[config.mk]
export PLATFORM = sky130hd
export DESIGN_NAME = vga_sync_gen
export DESIGN_NICKNAME = d
export VERILOG_FILES = /design/src/rtl/vga_sync_gen.sv
export SDC_FILE = /design/constraint.sdc
export NUM_CORES = 1
export LEC_CHECK = 0
export BUFFER_PORTS_ARGS = -buffer_cell sky130_fd_sc_hd__buf_4
export CAP_MARGIN = 15
export CELL_PAD_IN_SITES_DETAIL_PLACEMENT = 1
export CELL_PAD_IN_SITES_GLOBAL_PLACEMENT = 2
export CORE_ASPECT_RATIO = 1.25
export CORE_MARGIN = 5
export CORE_UTILIZATION = 34
export CTS_CLUSTER_DIAMETER = 150
export DETAILED_ROUTE_END_ITERATION = 8
export HOLD_SLACK_MARGIN = 0.06
export PLACE_DENSITY_LB_ADDON = 0.2
export SLEW_MARGIN = 10
export SYNTH_ARGS = -nofsm -noshare
export SYNTH_HDL_FRONTEND = slang
export SYNTH_SLANG_ARGS = --single-unit
[constraint.sdc]
create_clock -name clk -period 4.3 [get_ports clk]
set_input_delay 0.43 -clock clk [delete_from_list [all_inputs] [get_ports clk]]
set_output_delay 0.43 -clock clk [all_outputs]
set_load 0.05 [all_outputs]
[src/rtl/vga_sync_gen.sv]
// Raster timing generator: free-running pixel/line counters plus sync/blank
// outputs delayed to line up with the registered RGB path of the drawers.
module vga_sync_gen #(
    parameter int H_ACTIVE = 640,
    parameter int H_FP     = 16,
    parameter int H_SYNC   = 96,
    parameter int H_BP     = 48,
    parameter int V_ACTIVE = 480,
    parameter int V_FP     = 10,
    parameter int V_SYNC   = 2,
    parameter int V_BP     = 33,
    parameter bit SYNC_POL = 1'b0,
    parameter int PIPE_DLY = 1
) (
    input  logic        clk,
    input  logic        reset,
    input  logic        pixEn,
    output logic [10:0] pixelX,
    output logic [10:0] pixelY,
    output logic        hSync,
    output logic        vSync,
    output logic        blankN,
    output logic        startOfFrame,
    output logic        endOfLine
);

    localparam int H_TOTAL = H_ACTIVE + H_FP + H_SYNC + H_BP;
    localparam int V_TOTAL = V_ACTIVE + V_FP + V_SYNC + V_BP;

    localparam logic [10:0] H_LAST     = 11'(H_TOTAL - 1);
    localparam logic [10:0] V_LAST     = 11'(V_TOTAL - 1);
    localparam logic [10:0] H_VIS      = 11'(H_ACTIVE);
    localparam logic [10:0] V_VIS      = 11'(V_ACTIVE);
    localparam logic [10:0] H_SYNC_ON  = 11'(H_ACTIVE + H_FP);
    localparam logic [10:0] H_SYNC_OFF = 11'(H_ACTIVE + H_FP + H_SYNC);
    localparam logic [10:0] V_SYNC_ON  = 11'(V_ACTIVE + V_FP);
    localparam logic [10:0] V_SYNC_OFF = 11'(V_ACTIVE + V_FP + V_SYNC);

    logic [10:0] h_cnt_r;
    logic [10:0] v_cnt_r;
    logic        sof_r;
    logic        eol_r;
    logic        h_last_s;
    logic        v_last_s;
    logic        hs_raw_s;
    logic        vs_raw_s;
    logic        bl_raw_s;
    logic        hs_dly_s;
    logic        vs_dly_s;
    logic        bl_dly_s;

    assign h_last_s = (h_cnt_r == H_LAST);
    assign v_last_s = (v_cnt_r == V_LAST);

    // Pixel/line counters and the wrap pulses; pulses only fire on enabled cycles
    always_ff @(posedge clk) begin
        if (reset) begin
            h_cnt_r <= 11'd0;
            v_cnt_r <= 11'd0;
            sof_r   <= 1'b0;
            eol_r   <= 1'b0;
        end else if (pixEn) begin
            eol_r <= h_last_s;
            sof_r <= h_last_s & v_last_s;
            if (h_last_s) begin
                h_cnt_r <= 11'd0;
                v_cnt_r <= v_last_s ? 11'd0 : (v_cnt_r + 11'd1);
            end else begin
                h_cnt_r <= h_cnt_r + 11'd1;
                v_cnt_r <= v_cnt_r;
            end
        end else begin
            sof_r <= 1'b0;
            eol_r <= 1'b0;
        end
    end

    assign hs_raw_s = (h_cnt_r >= H_SYNC_ON) && (h_cnt_r < H_SYNC_OFF);
    assign vs_raw_s = (v_cnt_r >= V_SYNC_ON) && (v_cnt_r < V_SYNC_OFF);
    assign bl_raw_s = (h_cnt_r < H_VIS) && (v_cnt_r < V_VIS);

    generate
        if (PIPE_DLY == 0) begin : g_no_dly
            // Without a delay line, reset still forces the idle output levels
            assign hs_dly_s = hs_raw_s & ~reset;
            assign vs_dly_s = vs_raw_s & ~reset;
            assign bl_dly_s = bl_raw_s & ~reset;
        end else begin : g_dly
            logic [PIPE_DLY-1:0] hs_pipe_r;
            logic [PIPE_DLY-1:0] vs_pipe_r;
            logic [PIPE_DLY-1:0] bl_pipe_r;

            // Delay line runs every clk so it tracks the drawers' RGB register latency
            always_ff @(posedge clk) begin
                if (reset) begin
                    hs_pipe_r <= '0;
                    vs_pipe_r <= '0;
                    bl_pipe_r <= '0;
                end else begin
                    hs_pipe_r[0] <= hs_raw_s;
                    vs_pipe_r[0] <= vs_raw_s;
                    bl_pipe_r[0] <= bl_raw_s;
                    for (int i = 1; i < PIPE_DLY; i++) begin
                        hs_pipe_r[i] <= hs_pipe_r[i-1];
                        vs_pipe_r[i] <= vs_pipe_r[i-1];
                        bl_pipe_r[i] <= bl_pipe_r[i-1];
                    end
                end
            end

            assign hs_dly_s = hs_pipe_r[PIPE_DLY-1];
            assign vs_dly_s = vs_pipe_r[PIPE_DLY-1];
            assign bl_dly_s = bl_pipe_r[PIPE_DLY-1];
        end
    endgenerate

    assign pixelX       = h_cnt_r;
    assign pixelY       = v_cnt_r;
    assign hSync        = SYNC_POL ? hs_dly_s : ~hs_dly_s;
    assign vSync        = SYNC_POL ? vs_dly_s : ~vs_dly_s;
    assign blankN       = bl_dly_s;
    assign startOfFrame = sof_r;
    assign endOfLine    = eol_r;

endmodule
==> metrics <==
status complete, no violations; switching power share of the total 0.241; Post-Place Setup Slack 1800 ps; Unique masters post-synth 35; fraction of power consumed by sequential logic 0.596; area of the multi-input gates 722 µm²; number of port buffers 29; first-pass GRT wire length 6.10 mm; count of buffers added by post-CTS timing repair for setup 0; unrepaired setup endpoints after global routing no; most frequent standard cell in the layout excluding fill and tap cells sky130_fd_sc_hd__buf_4; Yosys warning count 0; Peak VDD IR 0.000169 V; setup TNS after final layout 0 ps; cells resized by post-CTS repair 0; TritonCTS clock tree built; fin crit share 0.534; final critical-path setup slack 2000 ps; number of H-tree levels 1; crit path kind reg -> reg; Synth async-reset ratio 0; clock network fraction of total power 0.343; top library cells by usage in the layout, fill and taps aside 29 x sky130_fd_sc_hd__buf_4, 27 x sky130_fd_sc_hd__dfxtp_1, 13 x sky130_fd_sc_hd__inv_1; clock transition at the registers of the reported paths 100 ps; Layout area overhead 20.2%; Compound-Gate Fraction of Synth Area 0.100; number of failing setup endpoints in the final timing report 0; gate count after technology mapping 155; count of unresolved DRC violations after routing 0; cell area after synthesis 1370 µm²; combinational cell fraction of total power 0.061; via/cell ratio 5.25; Worst Skew 6.30 ps; largest area contributor in the netlist sky130_fd_sc_hd__dfxtp_1; most area-consuming cells after synthesis sky130_fd_sc_hd__dfxtp_1 39%, sky130_fd_sc_hd__xor2_1 5.1%, sky130_fd_sc_hd__ha_1 4.6%; adder-cell area share of the yosys netlist 0.0456; Maximum Capacitance Violations 0; dominant combinational cell family by area after synthesis simple AND/OR/NAND/NOR gates; Peak Freq 0.436 GHz; sequential element share of the synthesized area 0.394; relative slew slack 0.536; Setup crit end kind flop; Final Power 0.429 mW; vias after detailed routing 1244; net count after synthesis 163; Critical Path Source Type flop; hold violation total from the final report 0; starting density of the core 0.356; minimum clock period after layout 2300 ps; total clock buffers created by CTS 3; Fill cells 480; leakage 0.607 nW; internal power of the cells 0.325 mW; core area 3850 µm²; fraction of synthesized cell area in xor and xnor cells 0.0639; share of post-route cells with drive strength above 1 0.230; hold-fix buffer count after cts 0; number of enable flip-flop cells after synthesis 0; clock latency reported for the late side of the worst-skew pair 280 ps; via count of the first global-routing pass 1295; overall routing resource usage 0.145; measured slew at the worst slew-check pin 690 ps; initial antenna violation count 0; pin count of the biggest net entering global routing 24; share of cell area taken by muxes after synthesis 0.00730; # IOs 30; DP HPWL 2.74 mm; Congestion Overflow GR 0; Net Switching 0.104 mW; Chip Width 66.8 µm; synthesized flop and latch total 27; Simple-Gate Fraction of Synth Area 0.309; area fraction of the dominant cell type after synthesis 0.394; area taken by flip-flops and latches 541 µm²; Inserted Diodes 0; Die Footprint 5410 µm²; drt first pass iters 4; PD cells 260 nW/µm²; Crit path required time 4480 ps; most used flip-flop cell after synthesis sky130_fd_sc_hd__dfxtp_1; Routed Antenna Nets 0; 1st-iter DRT viols 73; height of the die 81.0 µm; Arrival @ worst endpoint 2470 ps; placed cells 232; Clock Tree Buf Depth 2; Placer Congestion 0.794; final wirelength 3.72 mm; site row count 25; max-slew violation count 0; final std cells w/o fill 237; clk root buf sky130_fd_sc_hd__clkbuf_8; # nets final 192; largest driver fanout on the critical path 7; routed length per instance 15.7 µm; number of sinks driven by the clock tree 27; Mapped Avg Cell Area 8.85 µm²; worst min path class in -> reg
-- state kept, by name (all words and copies together), names as in the netlist --
name / cells
pixelX: 11
pixelY: 11
blankN: 1
endOfLine: 1
g_dly.hs_pipe_r: 1
g_dly.vs_pipe_r: 1
startOfFrame: 1
-- cells in the mapped netlist, types with 3 or more instances --
cell	instances
sky130_fd_sc_hd__or3_1	6
sky130_fd_sc_hd__ha_1	5
sky130_fd_sc_hd__clkbuf_8	3
sky130_fd_sc_hd__o32ai_1	6
sky130_fd_sc_hd__and4_1	3
sky130_fd_sc_hd__nand3_1	10
sky130_fd_sc_hd__o21ai_0	4
sky130_fd_sc_hd__nor4b_1	3
sky130_fd_sc_hd__nor3_1	3
sky130_fd_sc_hd__nand2_1	10
sky130_fd_sc_hd__dfxtp_1	27
sky130_fd_sc_hd__nor2_1	12
sky130_fd_sc_hd__inv_1	13
sky130_fd_sc_hd__a21oi_1	10
sky130_fd_sc_hd__xor2_1	8
sky130_fd_sc_hd__nand4_1	7
-- cell families (layout without fill, tap and decap cells) --
family / Yosys count / count (layout)
compound gates: 22 / 22
xor+xnor: 10 / 10
fa+ha+maj: 5 / 5
buf+inv: 19 / 47
flops: 27 / 27
mux: 1 / 1
simple gates: 71 / 71
-- metrics by stage --
step	cell area [µm²]	util	hold slack [ps]
2_1_floorplan	1370	-	612
3_3_place_gp	1600	0.415	523
3_5_place_dp	1600	0.415	534
4_1_cts	1640	0.427	472
5_1_grt	1650	0.428	486
6_report	1650	0.428	481
-- worst max-delay path: stages (launching register included) --
cell	delay, ps
sky130_fd_sc_hd__dfxtp_1	380
sky130_fd_sc_hd__or4_4	550
sky130_fd_sc_hd__nor4_1	540
sky130_fd_sc_hd__clkbuf_2	270
sky130_fd_sc_hd__nand3_1	130
sky130_fd_sc_hd__a221oi_1	320
-- layout make-up --
class,count,share of cell area
multi-input cells,109,0.438
clock buffers,3,0.0251
clock inverters,1,0.00304
flip-flops and latches,27,0.328
inverters,13,0.0296
repair buffers,30,0.135
well taps,54,0.0410
-- path summary, 6_finish.rpt --
path / from / to / slack (ps) / cells after the start
min: reset / pixelY[1]$_SDFFE_PP0P_ / 480 / 2
min reg2reg: pixelY[3]$_SDFFE_PP0P_ / pixelY[3]$_SDFFE_PP0P_ / 550 / 2
max reg2reg: pixelX[5]$_SDFFE_PP0P_ / pixelY[5]$_SDFFE_PP0P_ / 2000 / 5
max: pixelX[5]$_SDFFE_PP0P_ / pixelY[5]$_SDFFE_PP0P_ / 2000 / 5
-- power groups by stage --
stage          logic, mW  registers [mW]  clock network [mW]
6_report          0.0264           0.256               0.147
5_1_grt           0.0285           0.256               0.165
4_1_cts           0.0268           0.256               0.152
3_5_place_dp      0.0268           0.262                   0
3_3_place_gp      0.0263           0.261                   0
2_1_floorplan     0.0126           0.270                   0
-- metal layers --
metal | GRT usage | share of wire
met1 | 0.170 | 0.45
met2 | 0.265 | 0.50
met4 | 0.0427 | 0.0091
met5 | 0 | 0
met3 | 0.0235 | 0.041
Power figures use the tool's default switching activity.
